<file path="config.mk">
export PLATFORM = sky130hd
export DESIGN_NAME = iter_div_unit
export DESIGN_NICKNAME = d
export VERILOG_FILES = /design/src/rtl/riscv_pkg.sv /design/src/rtl/div_core.sv /design/src/rtl/iter_div_unit.sv
export SDC_FILE = /design/constraint.sdc
export NUM_CORES = 1
export LEC_CHECK = 0
export BUFFER_PORTS_ARGS = -buffer_cell sky130_fd_sc_hd__buf_2
export CAP_MARGIN = 20
export CORE_ASPECT_RATIO = 1.1
export CORE_MARGIN = 5
export CORE_UTILIZATION = 30
export CTS_BUF_LIST = sky130_fd_sc_hd__clkbuf_2
export DETAILED_ROUTE_END_ITERATION = 6
export PLACE_DENSITY = 0.51
export SETUP_SLACK_MARGIN = 0.2
export SLEW_MARGIN = 0
export SYNTH_ARGS = -nofsm -noshare
export SYNTH_HDL_FRONTEND = slang
export SYNTH_SLANG_ARGS = --single-unit
</file>
<file path="constraint.sdc">
create_clock -name clk -period 5 [get_ports clk]
set_input_delay 0.25 -clock clk [delete_from_list [all_inputs] [get_ports clk]]
set_output_delay 0.25 -clock clk [all_outputs]
set_load 0.02 [all_outputs]
</file>
<file path="src/rtl/riscv_pkg.sv">
// Shared encodings for the iterative divide unit: RISC-V M-extension divide
// op selects and the divider FSM state values.
package riscv_pkg;

   localparam logic [1:0] OP_DIV  = 2'b00;
   localparam logic [1:0] OP_DIVU = 2'b01;
   localparam logic [1:0] OP_REM  = 2'b10;
   localparam logic [1:0] OP_REMU = 2'b11;

   localparam logic [1:0] ST_IDLE = 2'd0;
   localparam logic [1:0] ST_CALC = 2'd1;
   localparam logic [1:0] ST_DONE = 2'd2;

   typedef enum logic [1:0] {
      IDLE = ST_IDLE,
      CALC = ST_CALC,
      DONE = ST_DONE
   } div_state_t;

endpackage

</file>
<file path="src/rtl/div_core.sv">
// Unsigned restoring shift-subtract divider datapath: one quotient bit per step.
// Exposes the post-step quotient/remainder so the caller can register the final bit.
module div_core
   import riscv_pkg::*;
#(
   parameter int XLEN = 32
) (
   input  logic            clk,
   input  logic            reset,
   input  logic            load,
   input  logic            step,
   input  logic            finish,
   input  logic [XLEN-1:0] dividend,
   input  logic [XLEN-1:0] divisor,
   output logic [XLEN-1:0] quo_next,
   output logic [XLEN-1:0] rem_next,
   output logic            last
);

   localparam int CW = $clog2(XLEN) + 1;

   logic [XLEN-1:0] rem;
   logic [XLEN-1:0] quo;
   logic [XLEN-1:0] dvs;
   logic [CW-1:0]   cnt;
   logic [XLEN:0]   partial;
   logic [XLEN:0]   diff;

   // Partial remainder always fits XLEN bits, so the shifted value needs one extra bit.
   assign partial = {rem, quo[XLEN-1]};
   assign diff    = partial - {1'b0, dvs};

   always_comb begin
      rem_next = partial[XLEN-1:0];
      quo_next = {quo[XLEN-2:0], 1'b0};
      if (!diff[XLEN]) begin
         rem_next = diff[XLEN-1:0];
         quo_next = {quo[XLEN-2:0], 1'b1};
      end
   end

   assign last = (cnt == CW'(XLEN - 1));

   always_ff @(posedge clk) begin
      if (reset) begin
         rem <= '0;
         quo <= '0;
         dvs <= '0;
         cnt <= '0;
      end else if (load) begin
         rem <= '0;
         quo <= dividend;
         dvs <= divisor;
         cnt <= '0;
      end else begin
         if (step) begin
            rem <= rem_next;
            quo <= quo_next;
         end
         if (finish)
            cnt <= '0;
         else if (step)
            cnt <= cnt + CW'(1);
      end
   end

endmodule

</file>
<file path="src/rtl/iter_div_unit.sv">
// Multi-cycle RISC-V DIV/DIVU/REM/REMU unit: operand sign handling, special
// cases (divide by zero, signed overflow) and pipeline stall control.
module iter_div_unit
   import riscv_pkg::*;
#(
   parameter int XLEN = 32
) (
   input  logic            clk,
   input  logic            reset,
   input  logic            start,
   input  logic [1:0]      op,
   input  logic [XLEN-1:0] rs1,
   input  logic [XLEN-1:0] rs2,
   output logic            busy,
   output logic            done,
   output logic [XLEN-1:0] result,
   output logic            stall
);

   function automatic logic [XLEN-1:0] abs_val(input logic signed [XLEN-1:0] v);
      return v[XLEN-1] ? -v : v;
   endfunction

   function automatic logic [XLEN-1:0] apply_sign(input logic [XLEN-1:0] mag,
                                                  input logic            neg);
      return neg ? -mag : mag;
   endfunction

   div_state_t      state;
   div_state_t      state_next;
   logic [1:0]      op_q;
   logic            sign1_q;
   logic            sign2_q;
   logic            signed_op;
   logic            div_zero;
   logic            overflow;
   logic            special;
   logic [XLEN-1:0] special_res;
   logic [XLEN-1:0] abs1;
   logic [XLEN-1:0] abs2;
   logic            core_load;
   logic            core_step;
   logic            core_finish;
   logic            core_last;
   logic [XLEN-1:0] core_quo_next;
   logic [XLEN-1:0] core_rem_next;
   logic            q_neg;
   logic            r_neg;

   assign signed_op = (op == OP_DIV) || (op == OP_REM);
   assign div_zero  = (rs2 == '0);
   assign overflow  = signed_op && (rs1 == {1'b1, {(XLEN-1){1'b0}}}) && (rs2 == '1);
   assign special   = div_zero || overflow;
   assign abs1      = signed_op ? abs_val(rs1) : rs1;
   assign abs2      = signed_op ? abs_val(rs2) : rs2;

   // op[1] selects remainder; divide-by-zero wins over overflow (they are disjoint anyway).
   always_comb begin
      special_res = '0;
      if (div_zero)
         special_res = op[1] ? rs1 : '1;
      else
         special_res = op[1] ? '0 : rs1;
   end

   assign q_neg = (op_q == OP_DIV) && (sign1_q ^ sign2_q);
   assign r_neg = (op_q == OP_REM) && sign1_q;

   always_comb begin
      state_next  = state;
      core_load   = 1'b0;
      core_step   = 1'b0;
      core_finish = 1'b0;
      stall       = 1'b0;
      case (state)
         IDLE: begin
            if (start) begin
               core_load  = 1'b1;
               stall      = 1'b1;
               state_next = special ? DONE : CALC;
            end
         end
         CALC: begin
            core_step = 1'b1;
            stall     = 1'b1;
            if (core_last) begin
               core_finish = 1'b1;
               state_next  = DONE;
            end
         end
         DONE:    state_next = IDLE;
         default: state_next = IDLE;
      endcase
   end

   assign busy = (state != IDLE);
   assign done = (state == DONE);

   always_ff @(posedge clk) begin
      if (reset) begin
         state   <= IDLE;
         op_q    <= '0;
         sign1_q <= 1'b0;
         sign2_q <= 1'b0;
         result  <= '0;
      end else begin
         state <= state_next;
         if (state == IDLE && start) begin
            op_q    <= op;
            sign1_q <= signed_op && rs1[XLEN-1];
            sign2_q <= signed_op && rs2[XLEN-1];
            if (special)
               result <= special_res;
         end
         if (state == CALC && core_last)
            result <= op_q[1] ? apply_sign(core_rem_next, r_neg)
                              : apply_sign(core_quo_next, q_neg);
      end
   end

   div_core #(
      .XLEN(XLEN)
   ) u_core (
      .clk      (clk),
      .reset    (reset),
      .load     (core_load),
      .step     (core_step),
      .finish   (core_finish),
      .dividend (abs1),
      .divisor  (abs2),
      .quo_next (core_quo_next),
      .rem_next (core_rem_next),
      .last     (core_last)
   );

endmodule

</file>
After elaboration in Yosys (flattened, before gate mapping)
Cells that the tools add are included.

operators by class
  $add $sub $neg = 6
  $mul = 0
  divide/modulo/power cells = 0
  order comparisons = 0
  equality and inequality tests = 9
  shift operators = 0
  mux-type cells = 27
  bitwise logic cells = 1
  reduce and logical (&&, ||, !) cells = 22

operator list
  kind                                                                   count
  32-bit two-way mux                                                     16
  32-bit negator                                                         4
  32-bit equality test, second input constant                            2
  33-bit by 32-bit subtractor with 33-bit output                         1
  32-bit zero test                                                       1
  1-bit logical AND                                                      8
  2-bit nonzero test                                                     4
  6-bit by 1-bit adder with 6-bit output, second input constant          1
  2-bit equality test, second input constant                             3
  6-bit by 5-bit equality test with 1-bit output, second input constant  1
  2-bit zero test                                                        3
  1-bit two-way mux                                                      6
  2-bit two-way mux                                                      3
  2-bit != test, second input constant                                   2
  2-bit case mux with 2 select lines                                     1
  2-bit AND reduction                                                    2
  3-bit OR reduction                                                     1
  2-bit by 1-bit equality test with 1-bit output, second input constant  1
  1-bit logical OR                                                       2
  1-bit case mux with 2 select lines                                     1
  2-bit OR reduction                                                     1
  1-bit XOR                                                              1

storage, ports and cells
  register bits after elaboration = 140
  latch bits = 0
  memory bits (writable) = 0
  memory bits (read-only) = 0
  bits of input ports = 69
  output and inout port bits = 35
  memories kept = 0

Longest topological paths before layout
  depth in word-level cells = 8
  mapped depth = 27
  mapped depth without buffers = 23

Modules after synthesis
From an unflattened synthesis, not the netlist that was laid out.

second synthesis, totals
  cell total of the unflattened synthesis = 1576
  area total of the unflattened synthesis = 11713.7 µm²

modules (own cells, without submodules)
  module         instances  cells each  area each (µm²)  seq. area each (µm²)
  div_core       1          824         6540.0           2042.0
  iter_div_unit  1          752         5173.7           760.7

Worst setup path before layout
OpenSTA, ideal clock, no wires.

  path type = register to register
  from = register u_core.quo[31]
  to = register result[26]
  library setup time = 103 ps
  arrival = 4911 ps
  required time = 4897 ps
  path slack = -14 ps
  cell stages (with the launch flop) = 28
  clock period less this slack = 5014 ps
  path through = dfxtp_1 -> inv_1 -> ha_1 -> inv_1 -> fa_1 -> a211oi_2 -> nor3_2 -> o211ai_2 -> a21oi_2 -> nor3_1 -> buf_2 -> nor2_4 -> inv_2 -> buf_2 -> buf_2 -> buf_1 -> ha_1 -> nor3b_1 -> nand3b_1 -> or2_2 -> nor2_1 -> and2_1 -> nor2b_1 -> a21oi_1 -> xnor2_1 -> nor2_1 -> nor2_1 -> a2111oi_2

on the way
  word-level cells in the longest chain between the ends = 6

ends and longest elaborated chain
  item                                                            RTL line              text
  from (decl)                                                     div_core.sv:23        logic [XLEN-1:0] quo;
  from (signal assigned)                                          div_core.sv:52        quo <= dividend;
  from (signal assigned)                                          div_core.sv:58        quo <= quo_next;
  33-bit by 32-bit subtractor with 33-bit output                  div_core.sv:31        assign diff = partial - {1'b0, dvs};
  1-bit two-way mux / 32-bit two-way mux (equally long branches)  div_core.sv:36        if (!diff[XLEN]) begin
  32-bit negator                                                  iter_div_unit.sv:26   return neg ? -mag : mag;
  32-bit two-way mux                                              iter_div_unit.sv:26
  32-bit two-way mux *                                            iter_div_unit.sv:116  result <= op_q[1] ? apply_sign(core_rem_next, r_neg)
  32-bit two-way mux *                                            iter_div_unit.sv:115  if (state == CALC && core_last)
  to (signal assigned)                                            iter_div_unit.sv:113  result <= special_res;
  to (signal assigned)                                            iter_div_unit.sv:116
  to (decl)                                                       iter_div_unit.sv:16   output logic [XLEN-1:0] result,

Mark *: on every way between the ends. The rest lies on a longest branch, timed or not.
A chain may end at the register's enable or synchronous reset.

Worst setup path after layout
Ends and elaborated chain as after synthesis.

==> impl_metrics.ini <==
[route]
ant_nets = 0
avgRoutedWirePerCell_um = 19.74
avgViaCountPerCell = 5.496
drtIter0Drc = 1042
vias = 12070
drc = 0
routed_wl_um = 43360
dr.pass1.iters = 6

[finish]
final_cell_mix = nor2_1, dfxtp_1, a21oi_1, nand2_1, buf_2
final_common_cell = nor2_1
fill_cells = 3925
syn_to_final_growth_pct = 19.93
fin_nets = 1796
multiInputGateArea_sq_um = 8144
seq_area_sq_um = 2804
drive_gt1_frac = 0.1317

[placement]
io_buffers = 103
dpl_worst_slack_ps = 218.1
dp_hpwl_um = 32980
gp_congestion = 0.8919

[sta]
slew_headroom = 0.3104
fin_crit_sh = 0.9222
maxSlewViolCount = 0
rsz0062_at_grt = no
max_slew.worst_pin.slew_ps = 1032
fin_ws_ps = 388.9
finClkSkew_ps = 38.57
hold_violations = 0
min_period_ps = 4611
finalSetupViolations = 0
max_freq_mhz = 216.9
fin_setup_tns_ps = 0

[pwr]
leakagePower_nw = 5.204
ir_drop_mv = 0.1536
power_density_nw_per_um2 = 307.7

[cts]
clockBufferDepth = 2
path_clk_slew_ps = 220
cts_buffers = 17
cts_sinks = 140
cts_tree = done
cts-htree-levels = 4
root_buffer = clkbuf_2
worstSkewPairLatency_ps = 800

[grt]
grt_pass1_vias = 11520
use_met3 = 0.02388
grt_busiest_layer = met2
grt_overflow = 0
grt_max_degree = 59
grt_pass1_wl_um = 67550
track_usage = 0.2006
antenna_found_initial = 2
grtUsageMet2 = 0.3380
use_met1 = 0.2631

[synthesis]
ys.flop_type = dfxtp_1
ys_warn_count = 0
synth_area_per_cell_sq_um = 7.352
synth-seq-cells = 140
ys_seq_area_frac = 0.2463
synthTopCellsByArea = dfxtp_1, nor2_1, xnor2_1
synthesis.nets = 1656
yosysTopAreaCell = dfxtp_1
ys_types = 86
syn_inst = 1548
ys_async_sr_fraction = 0
syn_area_sq_um = 11380
yosysTopAreaCellShare = 0.2463
synth_edf_count = 0

[die]
rows = 74
fp.dieH_um = 214.3
die-area_sq_um = 41940
start_util = 0.3050
core_area_sq_um = 37310
dieWidth_um = 195.7
pin_count = 104

[setup_path]
reg2reg_slack_ps = 390
cp_common_cell = ha_4
worst_setup_path_end_kind = flop
required_ps = 5680
cpMaxStageDelayCell = fa_2
crit_chain = inv_2, ha_4, inv_1, fa_2, a211oi_4, nor3_4, o211ai_2, a21oi_4, o21a_1, nor2_4, mux2i_4, ha_4, nand2_4, a2111oi_4, nand4_2, o41ai_4, buf_4, nand4_4, nand2_2, xnor2_2, a2111oi_2
r2r_cells = 21
crit_fanout = 6
arrival_ps = 5300
start_kind = flop
cpPeakStageDelay_ps = 450
critical_path_class = flop to flop

[worst_hold_path]
min_path_cells = 3
min_path_type = input pin to flop

[job]
drv_cap = 0

[run_status]
status = complete, no violations
metrics by stage:
| stage | util | cell area [sq um] | instances | hold slack [ps] | total power [mW] |
|---|---|---|---|---|---|
| 2_1_floorplan | - | 11390 | 1548 | 386.0 | 2.722 |
| 3_3_place_gp | 0.3314 | 12370 | 2073 | 445.1 | 3.256 |
| 3_5_place_dp | 0.3314 | 12370 | 2073 | 453.6 | 3.260 |
| 4_1_cts | 0.3609 | 13470 | 2188 | 4.160 | 4.119 |
| 5_1_grt | 0.3658 | 13650 | 2197 | 29.26 | 4.465 |
| 6_report | 0.3658 | 13650 | 2197 | 73.11 | 4.200 |
flip-flops by register name, indices dropped and copies added (netlist names):
| register | count |
|---|---|
| state | 2 |
| u_core.cnt | 6 |
| u_core.dvs | 32 |
| sign1_q | 1 |
| result | 32 |
| u_core.quo | 32 |
| u_core.rem | 32 |
| sign2_q | 1 |
| op_q | 2 |
critical path, delay by kind of cell (launching register included):
| kind | cells | cell delay [ps] |
|---|---|---|
| mux | 1 | 320 |
| fa+ha+maj | 3 | 780 |
| buf+inv | 3 | 310 |
| simple gates | 6 | 880 |
| compound gates | 7 | 1770 |
| flops | 1 | 380 |
| xor+xnor | 1 | 70 |
final timing paths:
kind                                startpoint              to
worst min-delay path                   rs2[24]  u_core.dvs[24]
worst max register to register  u_core.quo[31]      result[26]
worst min register to register  u_core.dvs[22]  u_core.dvs[22]
worst max-delay path            u_core.quo[31]      result[26]
per-layer routing:
metal  up-vias  routed length [um]
li1       5960                   -
met1      5658               18910
met2       393               20760
met3        63                2140
met4         0                1552
met5         -                   0
final cells by class:
type | instances | area share
multi-input cells | 1257 | 0.5967
flip-flops and latches | 140 | 0.2054
repair buffers | 221 | 0.1188
well taps | 494 | 0.04528
inverters | 51 | 0.01421
clock inverters | 15 | 0.01302
clock buffers | 17 | 0.006233
diodes | 2 | 0.0003667
power by group:
part / switching [mW] / leakage [nW] / internal [mW]
combinational: 1.34 / 3.91 / 0.805
sequential: 0.0858 / 1.14 / 1.19
clock: 0.464 / 0.153 / 0.320
cell families (layout without fill, tap and decap cells):
kind of cell,count (synthesis),count (layout),synth area share
buffers and inverters,151,304,0.05178
muxes,25,25,0.02221
other,0,2,0
adders and majority gates,41,41,0.04530
DFF,140,140,0.2463
and+or+nand+nor,571,571,0.2403
xor gates and xnor gates,141,141,0.1085
AOI/OAI and AO/OA,479,479,0.2856
synthesized netlist by cell type (16+ instances only):
| cell | n |
|---|---|
| a21oi_1 | 134 |
| a211oi_1 | 81 |
| nor3_1 | 38 |
| inv_1 | 50 |
| nand2b_1 | 21 |
| xnor2_1 | 83 |
| o21ai_0 | 81 |
| mux2i_1 | 23 |
| a222oi_1 | 29 |
| nand2_1 | 129 |
| nand3_1 | 18 |
| xor2_1 | 58 |
| o211ai_1 | 21 |
| nor2_1 | 230 |
| o31ai_1 | 16 |
| dfxtp_1 | 140 |
| ha_1 | 38 |
| clkbuf_1 | 79 |
| or3_1 | 23 |
| nand4_1 | 26 |
| nor4_1 | 19 |
repair_timing:
item,CTS,global route
hold buffers,83,0
resized for setup,1,28
buffers inserted,0,7
endpoints found under the hold margin,91,0
setup endpoints to repair,1,8
pin swaps,0,12
Note: power is estimated with default switching activity, not from simulation.
